`config.mk`:
```
export PLATFORM = sky130hd
export DESIGN_NAME = logic_unit_arbiter
export DESIGN_NICKNAME = d
export VERILOG_FILES = /design/src/rtl/logic_unit_arbiter.sv
export SDC_FILE = /design/constraint.sdc
export NUM_CORES = 1
export LEC_CHECK = 0
export ABC_AREA = 1
export BUFFER_PORTS_ARGS = -buffer_cell sky130_fd_sc_hd__buf_2
export CORE_ASPECT_RATIO = 0.7
export CORE_MARGIN = 2
export CORE_UTILIZATION = 44
export DETAILED_ROUTE_END_ITERATION = 8
export GPL_TIMING_DRIVEN = 0
export PLACE_DENSITY = 0.84
export SYNTH_ARGS = -nofsm -noshare
export SYNTH_HDL_FRONTEND = slang
export SYNTH_SLANG_ARGS = --single-unit
```
`constraint.sdc`:
```
create_clock -name clock -period 3.36 [get_ports clock]
set_clock_uncertainty 0.1 [all_clocks]
set_input_delay 0.168 -clock clock [delete_from_list [all_inputs] [get_ports clock]]
set_output_delay 0.168 -clock clock [all_outputs]
set_load 0.02 [all_outputs]
```
`src/rtl/logic_unit_arbiter.sv`:
```
// Round-robin arbiter sharing one 32-bit bitwise logic unit (AND/OR/XOR/AND-NOT)
// among NUM_REQ valid/ready requesters, returning results through one registered slot.
module logic_unit_arbiter #(
  parameter int NUM_REQ = 4,
  parameter int ID_W    = 2
) (
  input  logic                  clock,
  input  logic                  reset_n,
  input  logic [NUM_REQ-1:0]    req_valid,
  output logic [NUM_REQ-1:0]    req_ready,
  input  logic [32*NUM_REQ-1:0] req_a,
  input  logic [32*NUM_REQ-1:0] req_b,
  input  logic [2*NUM_REQ-1:0]  req_op,
  output logic                  resp_valid,
  input  logic                  resp_ready,
  output logic [31:0]           resp_data,
  output logic [ID_W-1:0]       resp_id,
  output logic [15:0]           resp_count
);
  localparam int DATA_W = 32;
  localparam logic [ID_W:0]   NUM_REQ_X = (ID_W+1)'(NUM_REQ);
  localparam logic [ID_W-1:0] LAST_IDX  = ID_W'(NUM_REQ-1);

  typedef enum logic {EMPTY = 1'b0, FULL = 1'b1} state_t;

  state_t              state_q, state_d;
  logic [ID_W-1:0]     ptr_q, ptr_d;
  logic [DATA_W-1:0]   resp_data_q, resp_data_d;
  logic [ID_W-1:0]     resp_id_q, resp_id_d;
  logic [15:0]         count_q, count_d;

  logic                slot_free;
  logic                grant_any;
  logic [ID_W-1:0]     grant_idx;
  logic [NUM_REQ-1:0]  grant_vec;
  logic [ID_W:0]       scan_sum;
  logic [ID_W-1:0]     scan_idx;
  logic [DATA_W-1:0]   sel_a, sel_b;
  logic [1:0]          sel_op;

  function automatic logic [DATA_W-1:0] logic_op(input logic [DATA_W-1:0] a,
                                                 input logic [DATA_W-1:0] b,
                                                 input logic [1:0]        op);
    logic [DATA_W-1:0] r;
    case (op)
      2'b00:   r = a & b;
      2'b01:   r = a | b;
      2'b10:   r = a ^ b;
      default: r = a & ~b;
    endcase
    return r;
  endfunction

  // The slot can take a new result when it is empty or being drained this cycle.
  assign slot_free = (state_q == EMPTY) | resp_ready;

  // Round-robin scan starting at ptr_q, wrapping modulo NUM_REQ.
  always_comb begin
    grant_any = 1'b0;
    grant_idx = '0;
    grant_vec = '0;
    scan_sum  = '0;
    scan_idx  = '0;
    if (reset_n && slot_free) begin
      for (int k = 0; k < NUM_REQ; k++) begin
        scan_sum = {1'b0, ptr_q} + (ID_W+1)'(k);
        if (scan_sum >= NUM_REQ_X) begin
          scan_sum = scan_sum - NUM_REQ_X;
        end
        scan_idx = scan_sum[ID_W-1:0];
        if (!grant_any && req_valid[scan_idx]) begin
          grant_any           = 1'b1;
          grant_idx           = scan_idx;
          grant_vec[scan_idx] = 1'b1;
        end
      end
    end
  end

  assign req_ready = grant_vec;

  // One-hot operand mux driven by the grant vector.
  always_comb begin
    sel_a  = '0;
    sel_b  = '0;
    sel_op = '0;
    for (int i = 0; i < NUM_REQ; i++) begin
      if (grant_vec[i]) begin
        sel_a  = sel_a  | req_a[i*DATA_W +: DATA_W];
        sel_b  = sel_b  | req_b[i*DATA_W +: DATA_W];
        sel_op = sel_op | req_op[i*2 +: 2];
      end
    end
  end

  // Next state: response slot occupancy, pointer, payload and handshake counter.
  always_comb begin
    state_d     = state_q;
    ptr_d       = ptr_q;
    resp_data_d = resp_data_q;
    resp_id_d   = resp_id_q;
    count_d     = count_q;
    case (state_q)
      EMPTY: begin
        if (grant_any) begin
          state_d = FULL;
        end
      end
      FULL: begin
        if (resp_ready) begin
          count_d = count_q + 16'd1;
          if (!grant_any) begin
            state_d = EMPTY;
          end
        end
      end
      default: state_d = EMPTY;
    endcase
    if (grant_any) begin
      resp_data_d = logic_op(sel_a, sel_b, sel_op);
      resp_id_d   = grant_idx;
      ptr_d       = (grant_idx == LAST_IDX) ? '0 : grant_idx + 1'b1;
    end
  end

  always_ff @(posedge clock or negedge reset_n) begin
    if (!reset_n) begin
      state_q     <= EMPTY;
      ptr_q       <= '0;
      resp_data_q <= '0;
      resp_id_q   <= '0;
      count_q     <= '0;
    end else begin
      state_q     <= state_d;
      ptr_q       <= ptr_d;
      resp_data_q <= resp_data_d;
      resp_id_q   <= resp_id_d;
      count_q     <= count_d;
    end
  end

  assign resp_valid = (state_q == FULL);
  assign resp_data  = resp_data_q;
  assign resp_id    = resp_id_q;
  assign resp_count = count_q;

endmodule

```
==> Implementation_results.wiki <==
{| class="wikitable"
! Metric !! Value
|-
| Status || complete, no violations
|-
| Combinational family with the most area after synthesis || simple AND/OR/NAND/NOR gates
|-
| Total wire length || 33700 um
|-
| Share of synthesized area spent on multiplexers || 0%
|-
| Clock tree sinks || 53
|-
| Width of the die || 153 um
|-
| Final ANT Viol Nets || 0
|-
| Adder-cell area share of the yosys netlist || between 8 and 9%
|-
| Post-DR wirelength/cell || 19.8 um
|-
| Initial cell density of the core || 44.6%
|-
| Synthesized netlist net count || between 1000 and 1500
|-
| Drc violations || 0
|-
| Synth Area in Simple Gates || 51.0%
|-
| Number of instances in the synthesized netlist || 1135
|-
| DIE AREA || 16500 um^2
|-
| CP startpoint || ptr_q[0]$_DFFE_PN0P_
|-
| Most common flop cell mapped by yosys || dfrtp_1
|-
| Post-route fraction of the period consumed by the critical path || 98.7%
|-
| Wire length of the first global-routing pass || 48400 um
|-
| NumNets Final || 1815
|-
| Max-cap check violation count || 0
|-
| Count of standard-cell rows || 38
|-
| I/O Pins || between 300 and 400
|-
| Startpoint kind of the worst setup timing path || register
|-
| Layout-stage area growth over the synthesis result || 40.5%
|-
| Via count of the first global-routing pass || 8783
|-
| Clock latency on the worst-skew pair || 0.31 ns
|-
| Max clock buf depth || 2
|-
| Most used standard cell by instance count after synthesis || nand3_1
|-
| Vias post-DR || between 9000 and 10000
|-
| Timing endpoint of the critical path || resp_data[16]$_DFFE_PN0P_
|-
| Fmax achieved || 301 MHz
|-
| Post-DP HPWL || ~25000 um
|-
| 1st-iter DRT viols || between 1000 and 1500
|-
| Start-to-end type of the worst setup path || register to register
|-
| Compound-Gate Fraction of Synth Area || under 10%
|-
| Global router's overall resource usage || about two fifths
|-
| Layout cells sized above 1 || 35.2%
|-
| Summed instance area of the synthesized netlist || 6820 um^2
|-
| Cell types with the highest counts after synthesis || nand3_1 (277), nand2_1 (274), nor2_1 (168)
|-
| CTS tree || done
|-
| Maximum number of pins on one net before global-route repair || 54
|-
| Depth of the most critical reg-to-reg path || 22
|-
| Gp weighted congestion || between 0.9 and 1
|-
| DR vias/cell || 5.67
|-
| Hold violation total from the final report || 0
|-
| Hold path startpoint || resp_ready
|-
| Area share of the leading cell type in the synthesized netlist || 20.3%
|-
| Start of the worst register-to-register path || ptr_q[0]$_DFFE_PN0P_
|-
| Synth warnings || 0
|-
| Register bit total from synthesis || 53
|-
| Library cell used as clock root buffer || clkbuf_16
|-
| Number of H-tree levels || 2
|-
| Utilization after layout || 62.6%
|-
| Antenna cells || 0
|-
| Total global routing overflow || 0
|-
| Library cell with the largest summed area after synthesis || nand3_1
|-
| RSZ-0062 raised after global routing || true
|-
| Number of port buffers || 325
|-
| Largest fanout on the critical path || 8
|-
| Final setup vio count || 0
|-
| Class of the tightest hold or removal check || primary input to register
|-
| Core region area || 15300 um^2
|-
| Worst flop-to-flop path endpoint || resp_data[16]$_DFFE_PN0P_
|-
| Number of enable-type register cells in the synthesized netlist || 0
|-
| Async S/R FF share, synth || 100%
|-
| Endpoint kind of the worst setup timing path || register
|-
| Leakage dissipation || 5.32 nW
|-
| Placed insts || 1660
|-
| Count of distinct cell types in the synthesized netlist || 35
|-
| DR pass1 iterations || 5
|-
| Slew headroom || a little over two fifths
|-
| Power density of the placed cells || about 1100 nW/um^2
|-
| Clock edge transition at the registers on the reported setup and hold paths || 0.09 ns
|-
| Final min period || 3.32 ns
|-
| Xor/xnor share of the synthesized area || 2.05%
|-
| Slack of the worst reg-to-reg path || about 0.042 ns
|-
| Final-report max-slew violation count || 0
|-
| Crit path DAT || 3.46 ns
|-
| Cell Count, Final, Fillers Out || 1701
|-
| Portion of the post-synthesis area used by sequential elements || 19.4%
|-
| Maximum vdd drop || 0.680 mV
|-
| Initial antenna violation count || 1
|-
| Actual slew at the worst max-slew pin || ~0.86 ns
|-
| Average size of a mapped cell || between 6 and 7 um^2
|-
| Die Y || 108 um
|-
| TritonCTS buffer count || 5
|-
| Critical path required time || 3.51 ns
|-
| Top area cells in the synthesized netlist || nand3_1 (20%), dfrtp_1 (19%), nand2_1 (15%)
|}
## cell families after synthesis
kind of cell | Yosys count
and+or+nand+nor | 767
buffers and inverters | 144
AOI/OAI and AO/OA | 111
DFF | 53
adders and majority gates | 44
xor gates and xnor gates | 16
## worst max-delay path, cell delays in order (launching register included)
cell and delay, ns:
dfrtp_2 0.41, clkinv_4 0.07, ha_4 0.31, inv_4 0.06, nand2_2 0.08, nand2_2 0.07, nor2_4 0.18, nand4_1 0.13
nand3_2 0.10, buf_6 0.12, buf_8 0.11, nand2_4 0.05, inv_2 0.09, nand2_2 0.04, o211ai_1 0.13, a21oi_4 0.12
ha_4 0.32, clkinvlp_4 0.10, buf_12 0.15, buf_8 0.13, a21oi_1 0.15, nor2_1 0.08, a21oi_2 0.15
## per-layer routing
metal,GRT usage (%),up-vias,part of all wire [%]
met1,50.9,4388,41
met3,9.02,102,12
met4,15.5,2,4.2
met5,0,-,0.039
met2,60.2,660,43
li1,-,4488,-
## power by group
group	total (mW)	internal [mW]	switching (mW)
combinational	9.33	3.37	5.96
clock	0.584	0.288	0.296
sequential	1.08	0.898	0.180
total	11.0	4.55	6.43
## layout make-up
cell class	count	area [um^2]
Multi-Input combinational cell	938	5030
Tap cell	200	250
Sequential cell	53	1330
Buffer	74	571
Clock buffer	5	125
Timing Repair Buffer	367	2010
Inverter	61	243
Fill cell	1457	5720
Clock inverter	3	28.8
## stage by stage
stage | power [mW] | TNS, ns | hold slack (ns) | setup slack, ns | instance area (um^2)
after floorplan | 6.20 | 0 | -0.228 | 0.00732 | 6830
final | 11.0 | 0 | 0.178 | 0.0421 | 9590
after global routing | 11.7 | -2.38 | 0.220 | -0.106 | 9590
after global placement | 8.56 | -37.58 | 0.298 | -1.30 | 8710
after CTS | 9.95 | 0 | 0.179 | 0.00287 | 9200
after detailed placement | 8.70 | -39.44 | 0.296 | -1.33 | 8710
## flip-flops by register name, summed over array words and instances, names as in the netlist
register / count
resp_data: 32
resp_count: 16
ptr_q: 2
resp_id: 2
resp_valid: 1
## worst min path at each step
stage	slack (ns)	cells past startpoint	endpoint
final	0.18	3	resp_count[0]$_DFFE_PN0P_
after floorplan	-0.23	0	ptr_q[0]$_DFFE_PN0P_
after global placement	0.30	2	resp_valid$_DFF_PN0_
after global routing	0.22	6	resp_data[18]$_DFFE_PN0P_
after detailed placement	0.30	2	resp_valid$_DFF_PN0_
after CTS	0.18	3	resp_count[0]$_DFFE_PN0P_
## timing repair
item                                    CTS  global route
pin swaps                                 8            42
endpoints found under the hold margin    54             0
hold buffers                              3             0
cloned                                    3             0
endpoints found under the setup margin   34            32
gates resized for setup                  56            87
buffers inserted                         17            19
## placed cells by master (no fill, tap or decap), types with 8 or more instances in the layout
cell type,synthesis,routed
buf_4,7,38
nand3_2,28,30
buf_1,9,8
inv_1,57,50
o21ai_1,17,17
nor2_1,168,161
buf_2,8,331
a21oi_2,3,20
nand3_1,277,272
clkbuf_1,42,16
o21ai_0,19,18
dfrtp_1,53,51
buf_6,13,19
nand2_2,5,15
ha_1,44,40
clkbuf_2,0,10
xor2_1,10,10
nand2_1,274,261
a21oi_1,65,45
Power figures use the tool's default switching activity.
